--- src/rtl/sparse_cluster_compressor.sv ---
// Sparse operand transmit encoder: emits a per-cluster nonzero bitmask beat, then the
// nonzero clusters packed TRANSFER_SIZE per block. Optional counters: SPARSE_COMPRESSOR_STATS_EN.

module sparse_cluster_slot #(
    parameter int COMPRESSION_WINDOW_SIZE = 8,
    parameter int CLUSTER_BITWIDTH        = 16
) (
    input  logic [COMPRESSION_WINDOW_SIZE-1:0]                       avail,
    input  logic [COMPRESSION_WINDOW_SIZE-1:0][CLUSTER_BITWIDTH-1:0] clusters,
    output logic [COMPRESSION_WINDOW_SIZE-1:0]                       pick,
    output logic [COMPRESSION_WINDOW_SIZE-1:0]                       remain,
    output logic [CLUSTER_BITWIDTH-1:0]                              data
);
    // Isolate the lowest set bit; later slots see what is left.
    assign pick   = avail & (~avail + COMPRESSION_WINDOW_SIZE'(1));
    assign remain = avail & ~pick;

    always_comb begin
        data = '0;
        for (int i = 0; i < COMPRESSION_WINDOW_SIZE; i++)
            if (pick[i]) data = data | clusters[i];
    end
endmodule

module sparse_cluster_compressor #(
    parameter int TRANSFER_SIZE           = 2,
    parameter int CLUSTER_BITWIDTH        = 16,
    parameter int COMPRESSION_WINDOW_SIZE = 8
) (
    input  logic                                          clock,
    input  logic                                          reset,
    input  logic [COMPRESSION_WINDOW_SIZE*CLUSTER_BITWIDTH-1:0] inWindow,
    input  logic                                          inLast,
    input  logic                                          inValid,
    output logic                                          inReady,
    output logic [TRANSFER_SIZE*CLUSTER_BITWIDTH-1:0]     outData,
    output logic                                          outIsBitmask,
    output logic                                          outLast,
    output logic                                          outValid,
    input  logic                                          outReady
`ifdef SPARSE_COMPRESSOR_STATS_EN
    ,
    output logic [31:0]                                   statZeroClusters,
    output logic [31:0]                                   statDataBeats
`endif
);
    localparam int CWS   = COMPRESSION_WINDOW_SIZE;
    localparam int CB    = CLUSTER_BITWIDTH;
    localparam int TS    = TRANSFER_SIZE;
    localparam int CNT_W = $clog2(CWS + 1);

    generate
        if (CWS > TS * CB) begin : gBadConfig
            $error("bitmask does not fit in one transfer block");
        end
    endgenerate

    typedef enum logic [1:0] {IDLE, EMIT_MASK, EMIT_DATA} state_t;
    state_t state, stateNext;

    function automatic logic [CNT_W-1:0] popCount(input logic [CWS-1:0] m);
        popCount = '0;
        for (int i = 0; i < CWS; i++) popCount = popCount + CNT_W'(m[i]);
    endfunction

    logic [CWS-1:0][CB-1:0] inClusters, clusters;
    logic [CWS-1:0]         inMask, remMask;
    logic                   lastReg, accept, dataFire;

    assign inClusters = inWindow;

    always_comb begin
        inMask = '0;
        for (int i = 0; i < CWS; i++) inMask[i] = |inClusters[i];
    end

    // Chain of slot selectors: slot k takes the k-th lowest remaining cluster.
    logic [TS:0][CWS-1:0]  slotAvail;
    logic [TS-1:0][CWS-1:0] slotPick;
    logic [TS-1:0][CB-1:0]  slotData;

    assign slotAvail[0] = remMask;

    generate
        for (genvar k = 0; k < TS; k++) begin : gSlot
            sparse_cluster_slot #(
                .COMPRESSION_WINDOW_SIZE(CWS),
                .CLUSTER_BITWIDTH       (CB)
            ) uSlot (
                .avail   (slotAvail[k]),
                .clusters(clusters),
                .pick    (slotPick[k]),
                .remain  (slotAvail[k+1]),
                .data    (slotData[k])
            );
        end
    endgenerate

    always_ff @(posedge clock or posedge reset) begin
        if (reset) state <= IDLE;
        else       state <= stateNext;
    end

    always_comb begin
        stateNext    = state;
        inReady      = 1'b0;
        outValid     = 1'b0;
        outIsBitmask = 1'b0;
        outLast      = 1'b0;
        outData      = '0;
        accept       = 1'b0;
        dataFire     = 1'b0;
        case (state)
            IDLE: begin
                inReady = ~reset;
                if (inValid && !reset) begin
                    accept    = 1'b1;
                    stateNext = EMIT_MASK;
                end
            end
            EMIT_MASK: begin
                outValid          = 1'b1;
                outIsBitmask      = 1'b1;
                outData[CWS-1:0]  = remMask;
                outLast           = lastReg && (remMask == '0);
                if (outReady) stateNext = (remMask != '0) ? EMIT_DATA : IDLE;
            end
            EMIT_DATA: begin
                outValid = 1'b1;
                outData  = slotData;
                outLast  = lastReg && (int'(popCount(remMask)) <= TS);
                if (outReady) begin
                    dataFire = 1'b1;
                    if (slotAvail[TS] == '0) stateNext = IDLE;
                end
            end
            default: stateNext = IDLE;
        endcase
    end

    always_ff @(posedge clock or posedge reset) begin
        if (reset) begin
            clusters <= '0;
            remMask  <= '0;
            lastReg  <= 1'b0;
        end else if (accept) begin
            clusters <= inClusters;
            remMask  <= inMask;
            lastReg  <= inLast;
        end else if (dataFire) begin
            remMask  <= slotAvail[TS];
        end
    end

`ifdef SPARSE_COMPRESSOR_STATS_EN
    logic [32:0] zeroSum, beatSum;
    assign zeroSum = {1'b0, statZeroClusters} + 33'(CWS - int'(popCount(inMask)));
    assign beatSum = {1'b0, statDataBeats} + 33'd1;

    // Counters saturate rather than wrap.
    always_ff @(posedge clock or posedge reset) begin
        if (reset) begin
            statZeroClusters <= '0;
            statDataBeats    <= '0;
        end else begin
            if (accept)   statZeroClusters <= zeroSum[32] ? 32'hFFFF_FFFF : zeroSum[31:0];
            if (dataFire) statDataBeats    <= beatSum[32] ? 32'hFFFF_FFFF : beatSum[31:0];
        end
    end
`endif
endmodule

--- config.mk ---
export PLATFORM = sky130hd
export DESIGN_NAME = sparse_cluster_compressor
export DESIGN_NICKNAME = d
export VERILOG_FILES = /design/src/rtl/sparse_cluster_compressor.sv
export SDC_FILE = /design/constraint.sdc
export NUM_CORES = 1
export LEC_CHECK = 0
export ABC_AREA = 1
export CORE_UTILIZATION = 50
export CTS_BUF_LIST = sky130_fd_sc_hd__clkbuf_16
export DETAILED_ROUTE_END_ITERATION = 16
export HOLD_SLACK_MARGIN = 0.12
export PLACE_DENSITY = 0.79
export SYNTH_ARGS = -nofsm -noshare
export SYNTH_HDL_FRONTEND = slang
export SYNTH_SLANG_ARGS = --single-unit
--- constraint.sdc ---
create_clock -name clock -period 6.8 [get_ports clock]
set_clock_uncertainty 0.15 [all_clocks]
set_input_delay 1.36 -clock clock [delete_from_list [all_inputs] [get_ports clock]]
set_output_delay 1.36 -clock clock [all_outputs]
set_load 0.02 [all_outputs]
=== Yosys cells after proc, flatten, opt, wreduce, memory -nomap -nowiden ===
Cells that the tools add are included.
W data, S select, Z words.

* Add/subtract/negate cells: 9
* Order comparisons: 1
* Equal/unequal tests: 6
* Muxes and demuxes: 34
* Bitwise logic cells: 23
* Reduce and logical (&&, ||, !) cells: 19

{| class="wikitable"
|+ Operators by type and width
! operator !! count
|-
| $mux W16 || 16
|-
| $or A16 B16 Y16 || 14
|-
| $reduce_or A16 Y1 || 8
|-
| $and A8 B8 Y8 || 4
|-
| $not A8 Y8 || 4
|-
| $mux W24 || 1
|-
| $add A4 B1 Y4 || 4
|-
| $add A8 B1 Y8 const B || 2
|-
| $logic_not A8 Y1 || 2
|-
| $mux W8 || 2
|-
| $pmux W8 S2 || 1
|-
| $mux W2 || 5
|-
| $ne A2 B2 Y1 const B || 4
|-
| $reduce_bool A8 Y1 || 1
|-
| $mux W1 || 7
|-
| $pmux W2 S3 || 1
|-
| $add A3 B1 Y4 || 1
|-
| $le A4 B2 Y1 const B || 1
|-
| $reduce_and A4 Y1 || 1
|-
| $add A2 B1 Y3 || 1
|-
| $logic_and A1 B1 Y1 || 3
|-
| $add A1 B1 Y2 || 1
|-
| $eq A2 B1 Y1 const B || 1
|-
| $eq A2 B2 Y1 const B || 1
|-
| 6 further kinds || 6
|}

* Register bits: 139
* Logic and storage cells: 103

=== Logic depth before layout (Yosys ltp) ===
* Depth in word-level cells: 24
* Mapped depth: 16
* Depth with buffers taken out: 15

=== Modules after synthesis ===
A second synthesis with hierarchy kept.

* Cell total of the unflattened synthesis: 1404
* Area, all modules: 9465.3 sq um

{| class="wikitable"
|+ Modules (own cells, without submodules)
! module !! instances !! cells each !! area an instance (sq um) !! seq. area each (sq um)
|-
| sparse_cluster_compressor || 1 || 822 || 6444.9 || 3478.3
|-
| sparse_cluster_slot || 2 || 291 || 1510.2 || 0.0
|}

=== Least setup slack after synthesis ===
No wires, ideal clock.

* Path kind: input to register
* Start point: in reset
* End point: reg state[0]
* Arrival: 4.841 ns
* Required time: 6.533 ns
* Path slack: 1.693 ns
* Cell stages on the path: 6
* Buffers on the path: 0
* Path through: inv_1 > a21oi_1 > nor2_1 > nand2_1 > nand2_1 > nand2_1

* Cells in the longest elaborated chain, start to end: 4

{| class="wikitable"
|+ RTL lines
! element !! line !! source
|-
| start: declaration || 31 || <nowiki>input logic reset,</nowiki>
|-
| $logic_not A1 Y1 (no line) || -- ||
|-
| $logic_and A1 B1 Y1 || 116 || <nowiki>if (inValid && !reset) begin</nowiki>
|-
| $ne A2 B2 Y1 (no line) || -- ||
|-
| $reduce_and A4 Y1 (no line) || -- ||
|-
| end signal: assignment || 101 || <nowiki>else state <= stateNext;</nowiki>
|-
| end: declaration || 59 || <nowiki>state_t state, stateNext;</nowiki>
|}

No other way between the ends.
A chain may end at the register's enable or synchronous reset.

=== Final worst setup path ===
* Start point: reg remMask[0]
* End point: out outLast

* Cells in the longest elaborated chain, start to end: 10

{| class="wikitable"
|+ RTL lines
! element !! line !! source
|-
| start: declaration || 67 || <nowiki>logic [CWS-1:0] inMask, remMask;</nowiki>
|-
| start signal: assignment || 148 || <nowiki>remMask <= inMask;</nowiki>
|-
| start signal: assignment || 151 || <nowiki>remMask <= slotAvail[TS];</nowiki>
|-
| $add A1 B1 Y2 || 63 || <nowiki>for (int i = 0; i < CWS; i++) popCount = popCount + CNT_W'(m[i]);</nowiki>
|-
| $add A2 B1 Y3 || 63 ||
|-
| $add A3 B1 Y4 || 63 ||
|-
| $add A4 B1 Y4 (4 in a row) || 63 ||
|-
| $le A4 B2 Y1 || 131 || <nowiki>outLast = lastReg && (int'(popCount(remMask)) <= TS);</nowiki>
|-
| $logic_and A1 B1 Y1 || 131 ||
|-
| $pmux W1 S2 * || 113 || <nowiki>case (state)</nowiki>
|-
| end: declaration || 38 || <nowiki>output logic outLast,</nowiki>
|}

Mark *: on every way between the ends. The rest lies on a longest branch, timed or not.

==> key figures <==
Synthesis
  – Top-count cell post-synth: nand2_1
  – Distinct cell type count of the synthesized netlist: 35
  – Synth Cell Area: 7840 um^2
  – Yosys top cell by area: dfrtp_1
  – Post-synth top area share: 0.444
  – Sequential-to-total area share from yosys stat: 0.444
  – Asr flop ratio synth: 1.00
  – Commonest cells in the netlist: nand2_1, dfrtp_1, inv_1
  – Cells after Synth: 1087
  – Top FF cell, synth: dfrtp_1
  – Ys Warns: 0
  – Syn nets: 1233
  – Avg Inst Size Synth: 7.21 um^2
  – EDFF count, synth: 0
  – Post-synthesis register bit count: 139
  – Largest cells by area after synthesis: dfrtp_1, nand2_1, o21ai_0

STA
  – Slew @ Worst Pin: 1190 ps
  – Final hold viol count: 0
  – RSZ-0062 raised after global routing: no
  – Crit path time final: 6210 ps
  – Setup TNS: 0 ps
  – Slew Viols, Final: 0
  – Setup-failing EPs final: 0
  – Final WS setup: 587 ps
  – Period utilization: 0.914
  – Max Freq: 161 MHz
  – Slew headroom: 0.207

Floorplan
  – Top Ports: 169
  – Die H: 127 um
  – # rows: 45
  – Full die area: 16200 um^2
  – Starting Density: 0.514
  – Chip width: 127 um
  – Core Box Area: 15300 um^2

GRT
  – Vias in the first global route: 7663
  – Largest net degree at the start of global routing: 92
  – First-pass GRT wire length: 41900 um
  – Total congestion overflow: 0
  – Initial antenna violation count: 0
  – GRT Total Usage: 0.345

CTS
  – Clk_lat worst skew: 430 ps
  – H-tree depth: 4
  – Post-CTS setup buffers: 0
  – Inserted Clock Buffers: 17
  – Hold_buf cts: 0
  – Post_cts resized: 0
  – Clock tree buffer depth: 2
  – CTS clock-pin slew for the worst setup and hold paths: 60 ps
  – CTS tree: done
  – Root buf cell: clkbuf_16
  – Clock sinks: 139

Min path
  – Hold WC Path Type: flip-flop to flip-flop

Critical path
  – Setup CP Type: flip-flop to output pin
  – Worst path required time: 5290 ps
  – Worst Path Arrival: 4700 ps
  – Crit path max fanout: 20
  – Critical Path End Type: output pin
  – Critical Path Start Type: flip-flop

Layout
  – Non-Filler Cell Area, Final: 10200 um^2
  – Fin nets: 1374
  – Synthesis-to-finish area growth: 30.2%
  – Final non-filler cell total: 1451
  – Ant. Diodes: 0
  – Share of post-route cells with drive strength above 1: 0.0484

Drt
  – Vias post-DR: 8304
  – 1st-iter DRT viols: 1187
  – Final WL: 26800 um
  – WL per Instance: 18.5 um
  – Drt first pass iters: 8
  – DRC: 0
  – Post-route ant nets: 0
  – DR vias/cell: 5.72

Placed design
  – DP Cell Count: 1420
  – Port bufs: 168
  – Dpl cell area: 9600 um^2
  – DP HPWL: 19300 um
  – Placer Congestion: 0.979
  – Post-Place Worst Slack: 1070 ps

Outcome
  – Status: complete, no violations

Power and ir drop
  – Pwr/cell area: 478 nW/um^2
  – Max VDD drop: 0.258 mV
  – Pwr Total: 4880 uW
  – Pleak: 0.00484 uW

Job
  – Max-cap viol count: 0
==> cells by family after synthesis <==
kind of cell	count (synthesis)	synth area share
and+or+nand+nor	576	0.311
AOI/OAI and AO/OA	190	0.134
buffers and inverters	169	0.0870
DFF	139	0.444
adders and majority gates	13	0.0246
==> metrics by stage <==
stage | utilization | hold WS, ps
after floorplan | - | 299
after global placement | 0.629 | 321
after detailed placement | 0.629 | 316
after CTS | 0.669 | 347
after global routing | 0.669 | 357
final | 0.669 | 344
==> cells in the final DEF, fill, tap and decap left out <==
master           count
nand2_1            440
clkdlybuf4s50_1    168
dfrtp_1            139
inv_1              109
o21ai_0             98
a21oi_1             57
nand3_1             40
nand4_1             36
nor4_1              22
nor2_1              17
clkbuf_16           17
a22oi_1             16
ha_1                 9
a41oi_1              8
inv_2                7
nor3_1               5
buf_4                5
nand2_2              4
nor2_4               4
nor2_2               4
fa_1                 4
inv_6                4
clkinvlp_4           4
o221ai_1             3
bufinv_16            3
nand2_4              2
o22ai_1              2
inv_8                2
nand3_4              1
nand3_2              1
o21ai_1              1
inv_4                1
clkinv_1             1
a31oi_1              1
o211ai_1             1
a211o_1              1
a21o_1               1
a211oi_1             1
clkinv_4             1
==> sequential cells by signal, indices dropped and copies added, names as in the netlist <==
| signal | flops |
|---|---|
| state | 2 |
| remMask | 8 |
| lastReg | 1 |
| clusters | 128 |
==> layout make-up <==
type | count | area, um^2
multi-input combinational | 779 | 3690
clock buffer | 17 | 425
inverter | 118 | 445
clock inverter | 14 | 186
timing repair buffer | 173 | 1720
sequential | 139 | 3480
fill | 1368 | 5050
tap | 211 | 264
==> metal layers <==
metal | vias up | GRT usage | wire length [um]
met3 | 76 | 0.0678 | 2790
met2 | 511 | 0.505 | 11700
li1 | 3810 | - | -
met1 | 3907 | 0.495 | 11200
met4 | 0 | 0.160 | 1090
met5 | - | 0 | 0
==> final timing paths <==
path	start	end	slack, ps	depth (start not counted)
min	clusters[12]	clusters[12]	340	2
max	remMask[0]	outLast	590	12
max in group asynchronous	reset	clusters[18]	3720	3
max reg2reg	state[0]	clusters[49]	3580	9
min reg2reg	clusters[12]	clusters[12]	340	2
min in group asynchronous	reset	clusters[84]	1360	2
==> power breakdown <==
group	switching [uW]	internal [uW]	leakage [uW]
clock	396	584	0.000287
sequential	415	1220	0.00172
combinational	1440	821	0.00284
total	2260	2620	0.00484
==> critical path, cell delays in order, from the launching register on <==
cell,delay [ps]
dfrtp_1,650
fa_1,650
inv_1,60
fa_1,500
fa_1,480
inv_1,70
ha_1,170
inv_1,60
fa_1,380
a211o_1,240
a21o_1,170
a211oi_1,210
clkdlybuf4s50_1,640
Note: power is estimated with default switching activity, not from simulation.
